## src/rtl/elevator_pkg.sv

```systemverilog
// Shared elevator definitions: floor codes, cabin state enum and timer sizing helper.
package elevator_pkg;

  localparam logic [1:0] FLOOR_F1_CODE = 2'b00;
  localparam logic [1:0] FLOOR_F2_CODE = 2'b01;
  localparam logic [1:0] FLOOR_F3_CODE = 2'b10;
  localparam logic [1:0] FLOOR_INVALID = 2'b11;

  typedef enum logic [1:0] {
    IDLE,
    MOVE,
    ARRIVE,
    DOOR
  } cabin_state_t;

  function automatic int unsigned timer_width(input int unsigned a, input int unsigned b);
    int unsigned m;
    m = (a > b) ? a : b;
    return int'($clog2(m)) + 1;
  endfunction

endpackage

```

## src/rtl/tick_timer.sv

```systemverilog
// Loadable down-counter that stops at zero; zero flags the expiry cycle.
module tick_timer #(
  parameter int unsigned W = 4
) (
  input  logic         clk,
  input  logic         rst_n,
  input  logic         load,
  input  logic [W-1:0] load_val,
  output logic         zero
);

  logic [W-1:0] count;

  always_ff @(posedge clk) begin
    if (!rst_n) begin
      count <= '0;
    end else if (load) begin
      count <= load_val;
    end else if (count != '0) begin
      count <= count - 1'b1;
    end
  end

  assign zero = (count == '0);

endmodule

```

## src/rtl/cabin_motion_ctrl.sv

```systemverilog
// Cabin motion controller: travels one floor per travel interval toward the latched
// target, then arrives (clearing the served call) and holds the door open.
module cabin_motion_ctrl
  import elevator_pkg::*;
#(
  parameter logic [1:0]  LABEL_F1      = FLOOR_F1_CODE,
  parameter logic [1:0]  LABEL_F2      = FLOOR_F2_CODE,
  parameter logic [1:0]  LABEL_F3      = FLOOR_F3_CODE,
  parameter int unsigned TRAVEL_CYCLES = 8,
  parameter int unsigned DOOR_CYCLES   = 4
) (
  input  logic       clk,
  input  logic       rst_n,
  input  logic [1:0] gf,
  input  logic       led1,
  input  logic       led2,
  input  logic       led3,
  output logic [1:0] floor,
  output logic       moving,
  output logic       dir_up,
  output logic       door_open,
  output logic       arrived,
  output logic [2:0] clr_led
);

  localparam int unsigned TW = timer_width(TRAVEL_CYCLES, DOOR_CYCLES);

  cabin_state_t state, state_nx;
  logic [1:0]    floor_q, floor_nx, target_q, target_nx, step_floor;
  logic          dir_q, dir_nx, at_edge, req, gf_valid;
  logic          tload, tzero;
  logic [TW-1:0] tval;

  tick_timer #(.W(TW)) u_timer (
    .clk     (clk),
    .rst_n   (rst_n),
    .load    (tload),
    .load_val(tval),
    .zero    (tzero)
  );

  assign req      = led1 | led2 | led3;
  assign gf_valid = (gf == LABEL_F1) || (gf == LABEL_F2) || (gf == LABEL_F3);

  // Step by label rather than arithmetic so floor can never reach the invalid code.
  always_comb begin
    if (dir_q) begin
      at_edge    = (floor_q == LABEL_F3);
      step_floor = (floor_q == LABEL_F1) ? LABEL_F2 : LABEL_F3;
    end else begin
      at_edge    = (floor_q == LABEL_F1);
      step_floor = (floor_q == LABEL_F3) ? LABEL_F2 : LABEL_F1;
    end
  end

  always_comb begin
    state_nx  = state;
    floor_nx  = floor_q;
    target_nx = target_q;
    dir_nx    = dir_q;
    tload     = 1'b0;
    tval      = '0;
    moving    = 1'b0;
    door_open = 1'b0;
    arrived   = 1'b0;
    clr_led   = '0;
    unique case (state)
      IDLE: begin
        if (req && gf_valid) begin
          if (gf == floor_q) begin
            target_nx = floor_q;
            state_nx  = ARRIVE;
          end else begin
            target_nx = gf;
            dir_nx    = (gf > floor_q);
            tload     = 1'b1;
            tval      = TW'(TRAVEL_CYCLES - 1);
            state_nx  = MOVE;
          end
        end
      end
      MOVE: begin
        moving = 1'b1;
        if (tzero) begin
          if (at_edge) begin
            target_nx = floor_q;
            state_nx  = ARRIVE;
          end else begin
            floor_nx = step_floor;
            if (step_floor == target_q) begin
              state_nx = ARRIVE;
            end else begin
              tload = 1'b1;
              tval  = TW'(TRAVEL_CYCLES - 1);
            end
          end
        end
      end
      ARRIVE: begin
        arrived    = 1'b1;
        clr_led[0] = (floor_q == LABEL_F1);
        clr_led[1] = (floor_q == LABEL_F2);
        clr_led[2] = (floor_q == LABEL_F3);
        tload      = 1'b1;
        tval       = TW'(DOOR_CYCLES - 1);
        state_nx   = DOOR;
      end
      DOOR: begin
        door_open = 1'b1;
        if (tzero) state_nx = IDLE;
      end
      default: state_nx = IDLE;
    endcase
  end

  always_ff @(posedge clk) begin
    if (!rst_n) begin
      state    <= IDLE;
      floor_q  <= LABEL_F1;
      target_q <= LABEL_F1;
      dir_q    <= 1'b0;
    end else begin
      state    <= state_nx;
      floor_q  <= floor_nx;
      target_q <= target_nx;
      dir_q    <= dir_nx;
    end
  end

  assign floor  = floor_q;
  assign dir_up = dir_q;

endmodule
```

## config.mk

```make
export PLATFORM = sky130hd
export DESIGN_NAME = cabin_motion_ctrl
export DESIGN_NICKNAME = d
export VERILOG_FILES = /design/src/rtl/elevator_pkg.sv /design/src/rtl/tick_timer.sv /design/src/rtl/cabin_motion_ctrl.sv
export SDC_FILE = /design/constraint.sdc
export NUM_CORES = 1
export LEC_CHECK = 0
export CELL_PAD_IN_SITES_DETAIL_PLACEMENT = 0
export CELL_PAD_IN_SITES_GLOBAL_PLACEMENT = 1
export CORE_ASPECT_RATIO = 1.4
export CORE_MARGIN = 8
export CORE_UTILIZATION = 36
export DETAILED_ROUTE_END_ITERATION = 7
export PLACE_DENSITY = 0.75
export SLEW_MARGIN = 25
export SYNTH_ARGS = -nofsm -noshare
export SYNTH_HDL_FRONTEND = slang
export SYNTH_SLANG_ARGS = --single-unit
```

## constraint.sdc

```tcl
create_clock -name clk -period 2.8 [get_ports clk]
set_input_delay 0.42 -clock clk [delete_from_list [all_inputs] [get_ports clk]]
set_output_delay 0.42 -clock clk [all_outputs]
set_load 0.005 [all_outputs]
```

After elaboration in Yosys (flattened, before gate mapping)

Index checks and enable logic that the tools add are counted.

Register bits after elaboration: 11
Input port bits: 7
Output and inout port bits: 9

$add $sub $neg: 1
Magnitude comparators: 1
Equality and inequality tests: 14
Muxes and demuxes: 34
Bitwise logic cells: 4
Reductions and logical operators: 14

Operators by type and width:

| cell                | count |
|---|---|
| $mux 2              | 12 |
| $mux 3              | 6 |
| $mux 1              | 10 |
| $pmux 3 s3          | 1 |
| $eq 2x2->1 const B  | 4 |
| $mux 4              | 2 |
| $ne 2x2->1 const B  | 4 |
| $pmux 2 s4          | 1 |
| $reduce_and 4->1    | 2 |
| $eq 2x1->1 const B  | 3 |
| $logic_not 2->1     | 3 |
| $reduce_and 3->1    | 2 |
| $eq 2x2->1          | 2 |
| $logic_not 4->1     | 1 |
| $pmux 2 s2          | 1 |
| $reduce_bool 2->1   | 2 |
| $reduce_bool 4->1   | 1 |
| $sub 4x1->4 const B | 1 |
| $ne 3x3->1 const B  | 1 |
| $pmux 1 s3          | 1 |
| $gt 2x2->1          | 1 |
| $logic_or 1x1->1    | 2 |
| $not 1->1           | 2 |
| $or 1x1->1          | 2 |
| $logic_and 1x1->1   | 1 |

Depth between registers and ports, before layout

Depth after elaboration: 9
Gate-level depth with buffers: 7

By module

From an unflattened synthesis, not the netlist that was laid out.

Cells, all modules: 104
Area, all modules: 919.6 µm²

By module, submodules not included:

| module            | instances | cells each | area an instance (µm²) | seq. area each (µm²) |
|---|---|---|---|---|
| cabin_motion_ctrl | 1         | 81         | 689.4                  | 140.1 |
| tick_timer        | 1         | 23         | 230.2                  | 80.1 |

Worst setup path before layout

No wires, ideal clock.

Kind: flip-flop to flip-flop
From: register u_timer.count[0]
To: register state[1]
Library setup time: 0.091 ns
Arrival: 1.886 ns
Setup slack: 0.823 ns
Cell stages (with the launch flop): 8
Path buffers: 0
Period minus slack after synthesis: 1.977 ns
Path through: dfxtp_1 inv_1 ha_1 or3b_4 or4_4 a31oi_4 nor2_1 a311oi_1

Cells in the longest elaborated chain, start to end: 3

RTL lines:

| item                                | line                     | text |
|---|---|---|
| start, declared                     | tick_timer.sv:12         | `logic [W-1:0] count;` |
| start signal, assigned              | tick_timer.sv:18         | `count <= load_val;` |
| start signal, assigned              | tick_timer.sv:20         | `count <= count - 1'b1;` |
| $logic_not 4->1 *                   | tick_timer.sv:24         | `assign zero = (count == '0);` |
| $ne 2x2->1 (no source line)         | n/a                      |  |
| $reduce_and 4->1 (no source line) * | n/a                      |  |
| end signal, assigned                | cabin_motion_ctrl.sv:123 | `state <= state_nx;` |
| end, declared                       | cabin_motion_ctrl.sv:28  | `cabin_state_t state, state_nx;` |

Every way passes the cells marked *; elsewhere a longest branch is shown, timed or not.
A chain may end at the register's enable or synchronous reset.

Worst setup path in the final report

From: register state[0]
To: output clr_led[1]

Cells in the longest elaborated chain, start to end: 2

RTL lines:

| item          | line                    | text |
|---|---|---|
| $eq 2x2->1    | cabin_motion_ctrl.sv:67 | `unique case (state)` |
| $mux 3        | cabin_motion_ctrl.sv:67 |  |
| end, declared | cabin_motion_ctrl.sv:23 | `output logic [2:0] clr_led` |

Every way passes these cells.

==> metrics <==
Crit Reg-Reg Endpoint=state[1]$_SDFFE_PN0P_; Ys Warns=0; wire per inst=13.4 µm; Post-DP HPWL=1.51 mm; Synth top area share=28.5%; Startpoint Class=flop; CP Max Fanout=7; Cell variety after synth=30; Root Buffer=clkbuf_4; R2R cell count=7; largest net degree at the start of global routing=10; clk_lat worst skew=around 260 ps; Hold Path Depth=2; first-pass GRT wire length=3.17 mm; Avg Inst Size Synth=8.23 µm²; RD Place Congestion=about 0.79; max-slew violation count=0; antenna violations before repair=0; Static Leakage=0.410 nW; maximum operating frequency=0.473 GHz; VDD IR max=roughly 0.47 mV; Die W=55.2 µm; number of fill cells=226; 1st-pass router iterations=4; Initial Utilization=a little under two fifths; unrepaired setup endpoints after global routing=no; routed vias/inst=5.26; r2r setup slk=roughly 700 ps; Port Buf Inserts=15; Max-slew headroom=79.4%; final period utilization=75.5%; final wirelength=about 1.8 mm; Critical Path Max Stage Delay=500 ps; sequential area share after synthesis=28.5%; I/O pins=16; total gr overflow=0; Worst Tran Pin Value=309 ps; min cycle time layout=2110 ps; buffers from clock root to sink, at most=2; Clock Sinks=11; core area=between 2000 and 2500 µm²; worst path required time=2380 ps; min-delay src=state[0]$_SDFFE_PN0P_; Place WS=slightly above 700 ps; Hold Crit Endpoint=state[0]$_SDFFE_PN0P_; share of cells above drive strength 1=6.14%; Clock transition at path regs=70 ps; CTS buffer count=3; Synth area leaders=dfxtp_1 28%, ha_1 15%, a21oi_1 7.1%; Syn Std Cell Area=773 µm²; Final setup viols=0; area leader, netlist=dfxtp_1; post-cts resize count=0; Total Neg Setup Slack=0 ps; DRT iter0 DRCs=21; hold_buf cts=0; R2R Path Start=u_timer.count[0]$_SDFFE_PN0P_; final worst slack=roughly 690 ps; Placement Rows=20; All-Layer GR Usage=10.8%; Final Hold Viols=0; status=finished clean; critical path type=reg2out; Worst Clk Skew=between 1.5 and 2 ps; area grow syn2layout=27.3%; NumNets Final=131; die area=3910 µm²; Slowest-stage cell, CP=clkdlybuf4s50_1; max cap viols=0; crit-path leading delay family=buffers and inverters; critical path cell sequence=inv_1 -> ha_1 -> and3_1 -> clkdlybuf4s50_1; Post-Synthesis Cells=94; Residual DRC=0; vias=715; H-Tree Depth=1; post-route ant nets=0; ANT cells=0; Mapped Nets=110; Die Ht=70.8 µm; Critical Path AT=1690 ps; Seq cells post-synth=11; post-CTS setup buffer count=0; CTS tree=yes; PwrDens=882 nW/µm²; Hold Path Class=reg2reg; crit end category=output port; number of global-route vias before repair=738; Critical path buffers and inverters=2
==> through the flow <==
step / util, % / cell area (µm²) / power (mW) / hold slack, ps / cells
2_1_floorplan: - / 773 / 0.619 / 479 / 94
3_3_place_gp: 45.6 / 958 / 0.768 / 507 / 132
3_5_place_dp: 45.6 / 958 / 0.769 / 519 / 132
4_1_cts: 46.8 / 985 / 0.882 / 528 / 136
5_1_grt: 46.8 / 985 / 0.962 / 566 / 136
6_report: 46.8 / 985 / 0.869 / 523 / 136
==> how the worst max path moves through the flow <==
stage / cells past startpoint / start / slack [ps] / to
6_report: 4 / state[0]$_SDFFE_PN0P_ / 690 / clr_led[1]
5_1_grt: 4 / state[0]$_SDFFE_PN0P_ / 550 / clr_led[1]
4_1_cts: 4 / state[0]$_SDFFE_PN0P_ / 650 / clr_led[1]
3_5_place_dp: 7 / u_timer.count[0]$_SDFFE_PN0P_ / 710 / state[1]$_SDFFE_PN0P_
3_3_place_gp: 7 / u_timer.count[0]$_SDFFE_PN0P_ / 700 / state[1]$_SDFFE_PN0P_
2_1_floorplan: 7 / u_timer.count[0]$_SDFFE_PN0P_ / 820 / state[1]$_SDFFE_PN0P_
==> cell usage in the layout (no fill, tap or decap) <==
cell type / n
clkdlybuf4s50_1: 15
a21oi_1: 11
dfxtp_1: 11
ha_1: 9
inv_1: 8
nor2_1: 7
nor3_1: 5
and3_1: 4
nand2_1: 4
nand2b_1: 4
xnor2_1: 3
clkbuf_4: 3
nand3_1: 2
o21ai_0: 2
nand4_1: 2
or3_1: 2
a211oi_1: 2
nor2b_1: 2
xor2_1: 2
a21o_1: 2
nor3b_1: 1
a21boi_1: 1
clkinv_1: 1
o31ai_1: 1
o21ai_1: 1
or3b_4: 1
a211o_1: 1
or4_4: 1
a31oi_4: 1
o211ai_1: 1
a22oi_1: 1
a311oi_1: 1
clkbuf_1: 1
buf_4: 1
==> metal layers <==
layer,track usage (%),vias up,part of all wire (%)
met3,3.98,2,3.3
li1,-,377,-
met4,4.83,0,1.2
met2,18.9,14,56
met5,0,-,0
met1,10.5,322,40
==> cells by family (layout without fill, tap and decap cells) <==
logic type	after synthesis	after routing	share of synthesized area (%)
buf+inv	9	29	4.37
xor+xnor	5	5	5.66
compound gates	25	25	21.8
fa+ha+maj	9	9	14.6
flops	11	11	28.5
simple gates	35	35	25.1
==> tightest hold or removal path: stages (launching register included) <==
cell and delay (ps):
dfxtp_1 340, nand2b_1 80, a21oi_1 60
==> report_power, final <==
part	internal (mW)	switching [mW]	leakage (nW)
Combinational	0.254	0.251	0.304
Clock	0.0551	0.0522	0.0150
Sequential	0.208	0.0492	0.0909
==> sequential cells by signal, indices dropped and copies added, names as in the netlist <==
name / flops
state: 2
u_timer.count: 4
floor: 2
dir_up: 1
target_q: 2
==> final cells by class <==
cell class,count,area [µm²],share of cell area (%)
multi-input combinational,74,519,52.7
sequential,11,220,22.4
timing repair buffer,16,158,16.0
inverter,9,33.8,3.43
tap,22,27.5,2.80
clock buffer,4,26.3,2.67
==> Yosys cell counts <==
cell / count
a211oi_1: 2
a211o_1: 1
o211ai_1: 1
or3b_4: 1
a31oi_4: 1
dfxtp_1: 11
a21oi_1: 11
a22oi_1: 1
xnor2_1: 3
or3_1: 2
and3_1: 4
o21ai_0: 2
o21ai_1: 1
clkinv_1: 1
a21o_1: 2
nand3_1: 2
a311oi_1: 1
ha_1: 9
xor2_1: 2
nor3b_1: 1
or4_4: 1
nor2b_1: 2
nand2_1: 4
a21boi_1: 1
inv_1: 8
nor3_1: 5
nor2_1: 7
nand2b_1: 4
o31ai_1: 1
nand4_1: 2
Note: power is estimated with default switching activity, not from simulation.
